File: config.mk
export PLATFORM = sky130hd
export DESIGN_NAME = button_press_classifier
export DESIGN_NICKNAME = d
export VERILOG_FILES = /design/src/rtl/button_pkg.sv /design/src/rtl/pb_edge_detect.sv /design/src/rtl/button_press_classifier.sv
export SDC_FILE = /design/constraint.sdc
export NUM_CORES = 1
export LEC_CHECK = 0
export BUFFER_PORTS_ARGS = -buffer_cell sky130_fd_sc_hd__buf_2
export CAP_MARGIN = 20
export CORE_ASPECT_RATIO = 1.5
export CORE_MARGIN = 1.5
export CORE_UTILIZATION = 46
export CTS_CLUSTER_SIZE = 8
export DETAILED_ROUTE_END_ITERATION = 8
export GPL_ROUTABILITY_DRIVEN = 0
export MAX_ROUTING_LAYER = met4
export PLACE_DENSITY = 0.73
export SLEW_MARGIN = 20
export SYNTH_ARGS = -nofsm -noshare
export SYNTH_HDL_FRONTEND = slang
export SYNTH_SLANG_ARGS = --single-unit
export TNS_END_PERCENT = 50
File: constraint.sdc
create_clock -name clk -period 2 [get_ports clk]
set_input_delay 0.4 -clock clk [delete_from_list [all_inputs] [get_ports clk]]
set_output_delay 0.4 -clock clk [all_outputs]
set_load 0.005 [all_outputs]
File: src/rtl/button_pkg.sv
// -----------------------------------------------------------------------------
// button_pkg
// Shared definitions for the push-button gesture classifier:
//   - state_t      : classifier FSM encoding (3-bit)
//   - DEF_*        : default timing constants and counter width
//   - max3()       : helper used to size the counter ceiling
// No ports (package).
// -----------------------------------------------------------------------------
package button_pkg;

  typedef enum logic [2:0] {
    IDLE     = 3'd0,
    PRESS1   = 3'd1,
    WAIT_GAP = 3'd2,
    PRESS2   = 3'd3,
    HELD     = 3'd4
  } state_t;

  localparam int DEF_LONG_CYCLES   = 100;
  localparam int DEF_GAP_CYCLES    = 50;
  localparam int DEF_REPEAT_CYCLES = 25;
  localparam int DEF_CNT_W         = 8;

  function automatic int max3(input int a, input int b, input int c);
    int m;
    m = (a > b) ? a : b;
    return (m > c) ? m : c;
  endfunction

endpackage

File: src/rtl/pb_edge_detect.sv
// -----------------------------------------------------------------------------
// pb_edge_detect
// Registers a synchronous button level and reports its rising/falling edges.
// The history register resets to 1 so a button already held at reset release
// produces no rise until it has been released and pressed again.
// Ports:
//   clk   in  : system clock
//   rst_n in  : asynchronous active-low reset
//   pb    in  : button level, synchronous to clk
//   rise  out : pb high now, low on the previous clock (combinational)
//   fall  out : pb low now, high on the previous clock (combinational)
// -----------------------------------------------------------------------------
module pb_edge_detect (
  input  logic clk,
  input  logic rst_n,
  input  logic pb,
  output logic rise,
  output logic fall
);

  logic pb_prev;

  always_ff @(posedge clk or negedge rst_n) begin
    if (!rst_n) begin
      pb_prev <= 1'b1;
    end else begin
      pb_prev <= pb;
    end
  end

  assign rise = pb & ~pb_prev;
  assign fall = ~pb & pb_prev;

endmodule

File: src/rtl/button_press_classifier.sv
// -----------------------------------------------------------------------------
// button_press_classifier
// Classifies debounced button gestures into single-click, double-click and
// long-press, emitting one registered single-cycle pulse per gesture.
// Optional feature macro: BUTTON_AUTO_REPEAT_EN -- when defined, long_pulse
// repeats every REPEAT_CYCLES cycles while the button stays held after a long
// press. When undefined the held state is silent.
// Ports:
//   clk          in  : system clock (rising edge)
//   rst_n        in  : asynchronous active-low reset
//   pb_deb       in  : debounced button level, synchronous to clk
//   single_pulse out : one-cycle pulse, single click classified
//   double_pulse out : one-cycle pulse, double click classified
//   long_pulse   out : one-cycle pulse, long press (and auto-repeats)
//   busy         out : high whenever a gesture is in progress
// -----------------------------------------------------------------------------
module button_press_classifier
  import button_pkg::*;
#(
  parameter int LONG_CYCLES   = DEF_LONG_CYCLES,
  parameter int GAP_CYCLES    = DEF_GAP_CYCLES,
  parameter int REPEAT_CYCLES = DEF_REPEAT_CYCLES,
  parameter int CNT_W         = DEF_CNT_W
) (
  input  logic clk,
  input  logic rst_n,
  input  logic pb_deb,
  output logic single_pulse,
  output logic double_pulse,
  output logic long_pulse,
  output logic busy
);

  localparam logic [CNT_W-1:0] LONG_LAST = CNT_W'(LONG_CYCLES - 1);
  localparam logic [CNT_W-1:0] GAP_LAST  = CNT_W'(GAP_CYCLES - 1);
  // Largest value any compare ever needs; the counter saturates here so it
  // can never wrap even if a compare were somehow skipped.
  localparam logic [CNT_W-1:0] CNT_CEIL  =
    CNT_W'(max3(LONG_CYCLES, GAP_CYCLES, REPEAT_CYCLES));

  logic rise;
  logic fall;

  state_t           state_reg, state_next;
  logic [CNT_W-1:0] cnt_reg, cnt_next, cnt_inc;
  logic             single_reg, single_next;
  logic             double_reg, double_next;
  logic             long_reg, long_next;
  logic             busy_reg, busy_next;

  pb_edge_detect u_edge (
    .clk  (clk),
    .rst_n(rst_n),
    .pb   (pb_deb),
    .rise (rise),
    .fall (fall)
  );

  assign cnt_inc = (cnt_reg == CNT_CEIL) ? cnt_reg : cnt_reg + 1'b1;

  always_ff @(posedge clk or negedge rst_n) begin
    if (!rst_n) begin
      state_reg  <= IDLE;
      cnt_reg    <= '0;
      single_reg <= 1'b0;
      double_reg <= 1'b0;
      long_reg   <= 1'b0;
      busy_reg   <= 1'b0;
    end else begin
      state_reg  <= state_next;
      cnt_reg    <= cnt_next;
      single_reg <= single_next;
      double_reg <= double_next;
      long_reg   <= long_next;
      busy_reg   <= busy_next;
    end
  end

  always_comb begin
    state_next  = state_reg;
    cnt_next    = cnt_reg;
    single_next = 1'b0;
    double_next = 1'b0;
    long_next   = 1'b0;

    case (state_reg)
      IDLE: begin
        if (rise) begin
          state_next = PRESS1;
          cnt_next   = '0;
        end
      end

      PRESS1: begin
        if (fall) begin
          state_next = WAIT_GAP;
          cnt_next   = '0;
        end else if (cnt_reg == LONG_LAST) begin
          state_next = HELD;
          long_next  = 1'b1;
          cnt_next   = '0;
        end else begin
          cnt_next = cnt_inc;
        end
      end

      WAIT_GAP: begin
        // A rise on the timeout edge still counts as the second click.
        if (rise) begin
          state_next = PRESS2;
          cnt_next   = '0;
        end else if (cnt_reg == GAP_LAST) begin
          state_next  = IDLE;
          single_next = 1'b1;
          cnt_next    = '0;
        end else begin
          cnt_next = cnt_inc;
        end
      end

      PRESS2: begin
        // No long detection here: a held second press is still a double.
        if (fall) begin
          state_next  = IDLE;
          double_next = 1'b1;
          cnt_next    = '0;
        end
      end

      HELD: begin
`ifdef BUTTON_AUTO_REPEAT_EN
        // Release takes priority over a repeat falling on the same edge.
        if (fall) begin
          state_next = IDLE;
          cnt_next   = '0;
        end else if (cnt_reg == CNT_W'(REPEAT_CYCLES - 1)) begin
          long_next = 1'b1;
          cnt_next  = '0;
        end else begin
          cnt_next = cnt_inc;
        end
`else
        cnt_next = '0;
        if (fall) begin
          state_next = IDLE;
        end
`endif
      end

      default: begin
        state_next = IDLE;
        cnt_next   = '0;
      end
    endcase

    busy_next = (state_next != IDLE);
  end

  assign single_pulse = single_reg;
  assign double_pulse = double_reg;
  assign long_pulse   = long_reg;
  assign busy         = busy_reg;

endmodule

; ---- After elaboration in Yosys (flattened, before gate mapping)
; Cells that the tools add are included.
[word_totals]
reg_bits = 16
inputBits = 3
[classes]
n_bitwise = 4
n_eq_ne = 9
mux = 23
n_addsub = 1
n_reduce_logical = 4
[op_table]
columns = operator, count
row1 = $mux W8, 7
row2 = $pmux W8 S4, 1
row3 = $mux W3, 6
row4 = $eq A8 B7 Y1 const B, 2
row5 = $pmux W3 S4, 1
row6 = $add A8 B1 Y8 const B, 1
row7 = $eq A8 B6 Y1 const B, 1
row8 = $mux W1, 8
row9 = $eq A3 B2 Y1 const B, 2
row10 = $ne A2 B2 Y1 const B, 2
row11 = $eq A3 B1 Y1 const B, 1
row12 = $eq A3 B3 Y1 const B, 1
row13 = $logic_not A3 Y1, 1
row14 = $reduce_bool A3 Y1, 1
row15 = $and A1 B1 Y1, 2
row16 = $not A1 Y1, 2
row17 = $reduce_and A2 Y1, 1
row18 = $reduce_or A2 Y1, 1

; ---- Logic depth before layout (Yosys ltp)
[depth]
word_depth = 5
ltp_mapped = 7
depth_no_buf = 7

; ---- By module
; Synthesis repeated with hierarchy kept, for this count alone.
[hier_totals]
cells_unflattened = 88
hier_area_um2 = 922.1
[modules_own_cells]
columns = mod, cells_each, n_inst, area_per_inst_um2
row1 = button_press_classifier, 85, 1, 880.8
row2 = pb_edge_detect, 3, 1, 41.3

; ---- Worst setup path before layout
; OpenSTA, ideal clock, no wires.
[synth_path]
path_kind = reg2reg
start = register state_reg[1]
end = register cnt_reg[4]
t_arrival_ns = 1.632
required_ns = 1.913
setup_slack_ns = 0.282
path_stages_with_launch = 7
setup_ns = 0.087
path_cell_list = dfrtp_1 buf_6 nor3b_1 a22oi_1 o221a_1 or4_1 o211ai_1
[synth_between]
elab_chain_cells = 3
[synth_rtl]
columns = item, line_no
row1 = from (decl), button_press_classifier.sv:44  ; state_t state_reg, state_next;
row2 = from (signal assigned), button_press_classifier.sv:70  ; state_reg <= state_next;
row3 = $eq A3 B2 Y1 / $logic_not A3 Y1 (equally long branches), button_press_classifier.sv:86  ; case (state_reg)
row4 = $ne A2 B2 Y1 (no source line), --
row5 = $reduce_and A2 Y1 (no source line), --
row6 = to (signal assigned), button_press_classifier.sv:71  ; cnt_reg <= cnt_next;
row7 = to (decl), button_press_classifier.sv:45  ; logic [CNT_W-1:0] cnt_reg, cnt_next, cnt_inc;
; Parallel ways exist; a longest one is shown, timed or not.
; A chain may end at the register's enable or synchronous reset.

; ---- Final worst setup path
[layout_path]
start = register u_edge.pb_prev
end = register cnt_reg[4]
[layout_between]
elab_chain_cells = 4
[layout_rtl]
columns = item, line_no
row1 = from (decl), pb_edge_detect.sv:21  ; logic pb_prev;
row2 = from (signal assigned), pb_edge_detect.sv:27  ; pb_prev <= pb;
row3 = $not A1 Y1, pb_edge_detect.sv:31  ; assign rise = pb & ~pb_prev;
row4 = $and A1 B1 Y1, pb_edge_detect.sv:31
row5 = $mux W8 / $ne A2 B2 Y1 (equally long branches), --
row6 = $pmux W8 S4 / $reduce_and A2 Y1 (equally long branches), --
; Parallel ways exist; a longest one is shown, timed or not.

==> results.txt <==
First-pass GRT wire length -> 3.26 mm
Ys flop type -> dfrtp_1
Vias per cell -> 5.98
Final hold vios -> 0
Final setup viols -> 0
Port bufs -> 6
Reg2reg end -> cnt_reg[4]$_DFFE_PN0P_
Post-synthesis sequential area ratio -> 0.420
Syn Inst Count -> 108
Sink Count -> 16
Post-layout nets -> 126
Worst VDD drop -> 641 uV
Number of flops mapped to enable cells by yosys -> 0
Ys async rst share -> 1.00
Cell taking the most area after synthesis -> dfrtp_1
H-tree depth -> 1
Tmin final -> 1.90 ns
Initial DRC count -> 22
Worst Max-Slew Pin Slew -> 0.487 ns
Most frequent cells in the layout -> nand2_1 (15), dfrtp_1 (15), o21ai_0 (9), nor2_1 (7), buf_4 (7)
Required @ worst endpoint -> 2.20 ns
FILL cells -> 188
Initial antenna violation count -> 0
Io pins -> 7
Vias -> 843
CTS Buf Count -> 3
Share of cells above drive strength 1 -> 0.160
Worst reg-to-reg path cell count -> 5
Total nets after synthesis -> 114
CTS Buffer Depth -> 2
Final worst path period share -> 0.949
Netlist cell types -> 36
Static leakage -> 0.491 nW
Initial core utilization -> 0.478
Post-DP HPWL -> 1.47 mm
Die Span Y -> 58.8 um
Crit end category -> register
Die area -> 2370 um2
Slew Limit Fails -> 0
Yosys warnings -> 0
Clk Latency, worst-skew pair -> 0.28 ns
Slew margin rel. -> 0.672
Syn_area_per_cell -> 8.85 um2
Area grow syn2layout -> 11.1%
Post-CTS setup buffers -> 0
Maxcap violations -> 0
Worst hold margin -> 0.0121 ns
Core Footprint -> 2000 um2
Area share of the largest cell type after synthesis -> 0.393
Kind of critical path -> reg -> reg
CP max FO -> 5
Clock-pin slew on the worst setup and hold paths -> 0.09 ns
Setup tns final -> 0 ns
Routed Antenna Nets -> 0
Worst R2R Setup Slack -> 0.10 ns
DRC viols -> 0
Worst min path class -> in -> async
Final Skew -> 0.00188 ns
WP data arrival -> 2.10 ns
RSZ-0062 raised after global routing -> false
Post-Syn Area -> 956 um2
Drt first pass iters -> 5
Worst Setup Start Kind -> register
Max reg flops -> 8
Register bit total from synthesis -> 16
Beginning of the worst register-to-register path -> u_edge.pb_prev$_DFF_PN1_
Largest net degree at the start of global routing -> 17
Routed WL -> 1.95 mm
Row cnt -> 20
Overflow after GRT -> 0
Die width -> 40.2 um
CTS tree -> built
Area contributors post-synth -> dfrtp_1 (39%), nand2_1 (5.9%), o21ai_0 (4.7%)
Status -> complete, no violations
Inserted Diodes -> 0
Highest Clock Rate -> 527 MHz
Vias in the first global route -> 782
Power Density -> 841 nW/um2
GRT Overall Usage -> 0.207
Critical path origin -> u_edge.pb_prev$_DFF_PN1_
Root buffer cell -> clkbuf_4
Routed WL per cell -> 13.8 um
==> timing repair <==
| item | in CTS | in global routing |
|---|---|---|
| hold endpoints to repair | 0 | 0 |
| resized for setup | 0 | 1 |
| hold buffers | 0 | 0 |
| setup endpoints to repair | 0 | 1 |
==> cell type report <==
| type | count | area (um2) | share of cell area |
|---|---|---|---|
| Clock buffer | 4 | 36.3 | 0.0342 |
| Sequential cell | 16 | 402 | 0.378 |
| Inverter | 4 | 15.0 | 0.0141 |
| Timing Repair Buffer | 13 | 82.6 | 0.0777 |
| Multi-Input combinational cell | 82 | 499 | 0.470 |
| Tap cell | 22 | 27.5 | 0.0259 |
==> where the power goes <==
group / leakage, nW / internal (mW) / switching (mW)
combinational: 0.259 / 0.128 / 0.156
clock: 0.0210 / 0.111 / 0.0991
sequential: 0.211 / 0.362 / 0.0376
==> metrics by stage <==
stage	std cells	power (mW)	util	setup slack (ns)	area (um2)
3_5_place_dp	137	0.684	0.513	0.0834	1030
4_1_cts	141	0.896	0.531	0.121	1060
6_report	141	0.893	0.531	0.101	1060
3_3_place_gp	137	0.679	0.513	0.0988	1030
5_1_grt	141	0.958	0.531	0.00760	1060
2_1_floorplan	108	0.603	-	0.282	956
==> cells by family after synthesis <==
group                      Yosys count  synth area share
AOI/OAI and AO/OA                   27             0.186
adders and majority gates            3            0.0393
buffers and inverters               10            0.0576
DFF                                 16             0.420
and+or+nand+nor                     51             0.288
xor gates and xnor gates             1           0.00916
==> routing by layer <==
metal | vias to the layer above | track usage | part of all wire
li1 | 410 | - | -
met1 | 400 | 0.224 | 0.41
met2 | 27 | 0.355 | 0.53
met3 | 6 | 0.0226 | 0.042
met4 | 0 | 0.100 | 0.018
met5 | - | - | 0
==> critical path: stages, from the launching register on <==
cell       delay (ns)
dfstp_2          0.58
and2b_1          0.22
a2bb2oi_1        0.27
nor2_1           0.13
or4_1            0.51
o211ai_1         0.11
==> cells in the mapped netlist, drive strengths merged, types with 2 or more instances <==
master / instances
nor3: 3
ha: 3
nand3: 3
or4: 2
nand2b: 4
dfrtp: 15
o21ai: 9
nor2: 7
a21oi: 5
nand4: 2
nor2b: 5
a21o: 2
nand2: 15
buf: 4
clkbuf: 2
inv: 4
a2bb2oi: 3
nor3b: 2
and4b: 2
==> worst max-delay path by stage <==
stage and end:
2_1_floorplan cnt_reg[4]$_DFFE_PN0P_, 3_3_place_gp cnt_reg[4]$_DFFE_PN0P_, 3_5_place_dp cnt_reg[4]$_DFFE_PN0P_, 4_1_cts cnt_reg[4]$_DFFE_PN0P_, 5_1_grt cnt_reg[4]$_DFFE_PN0P_, 6_report cnt_reg[4]$_DFFE_PN0P_
Note: power is estimated with default switching activity, not from simulation.
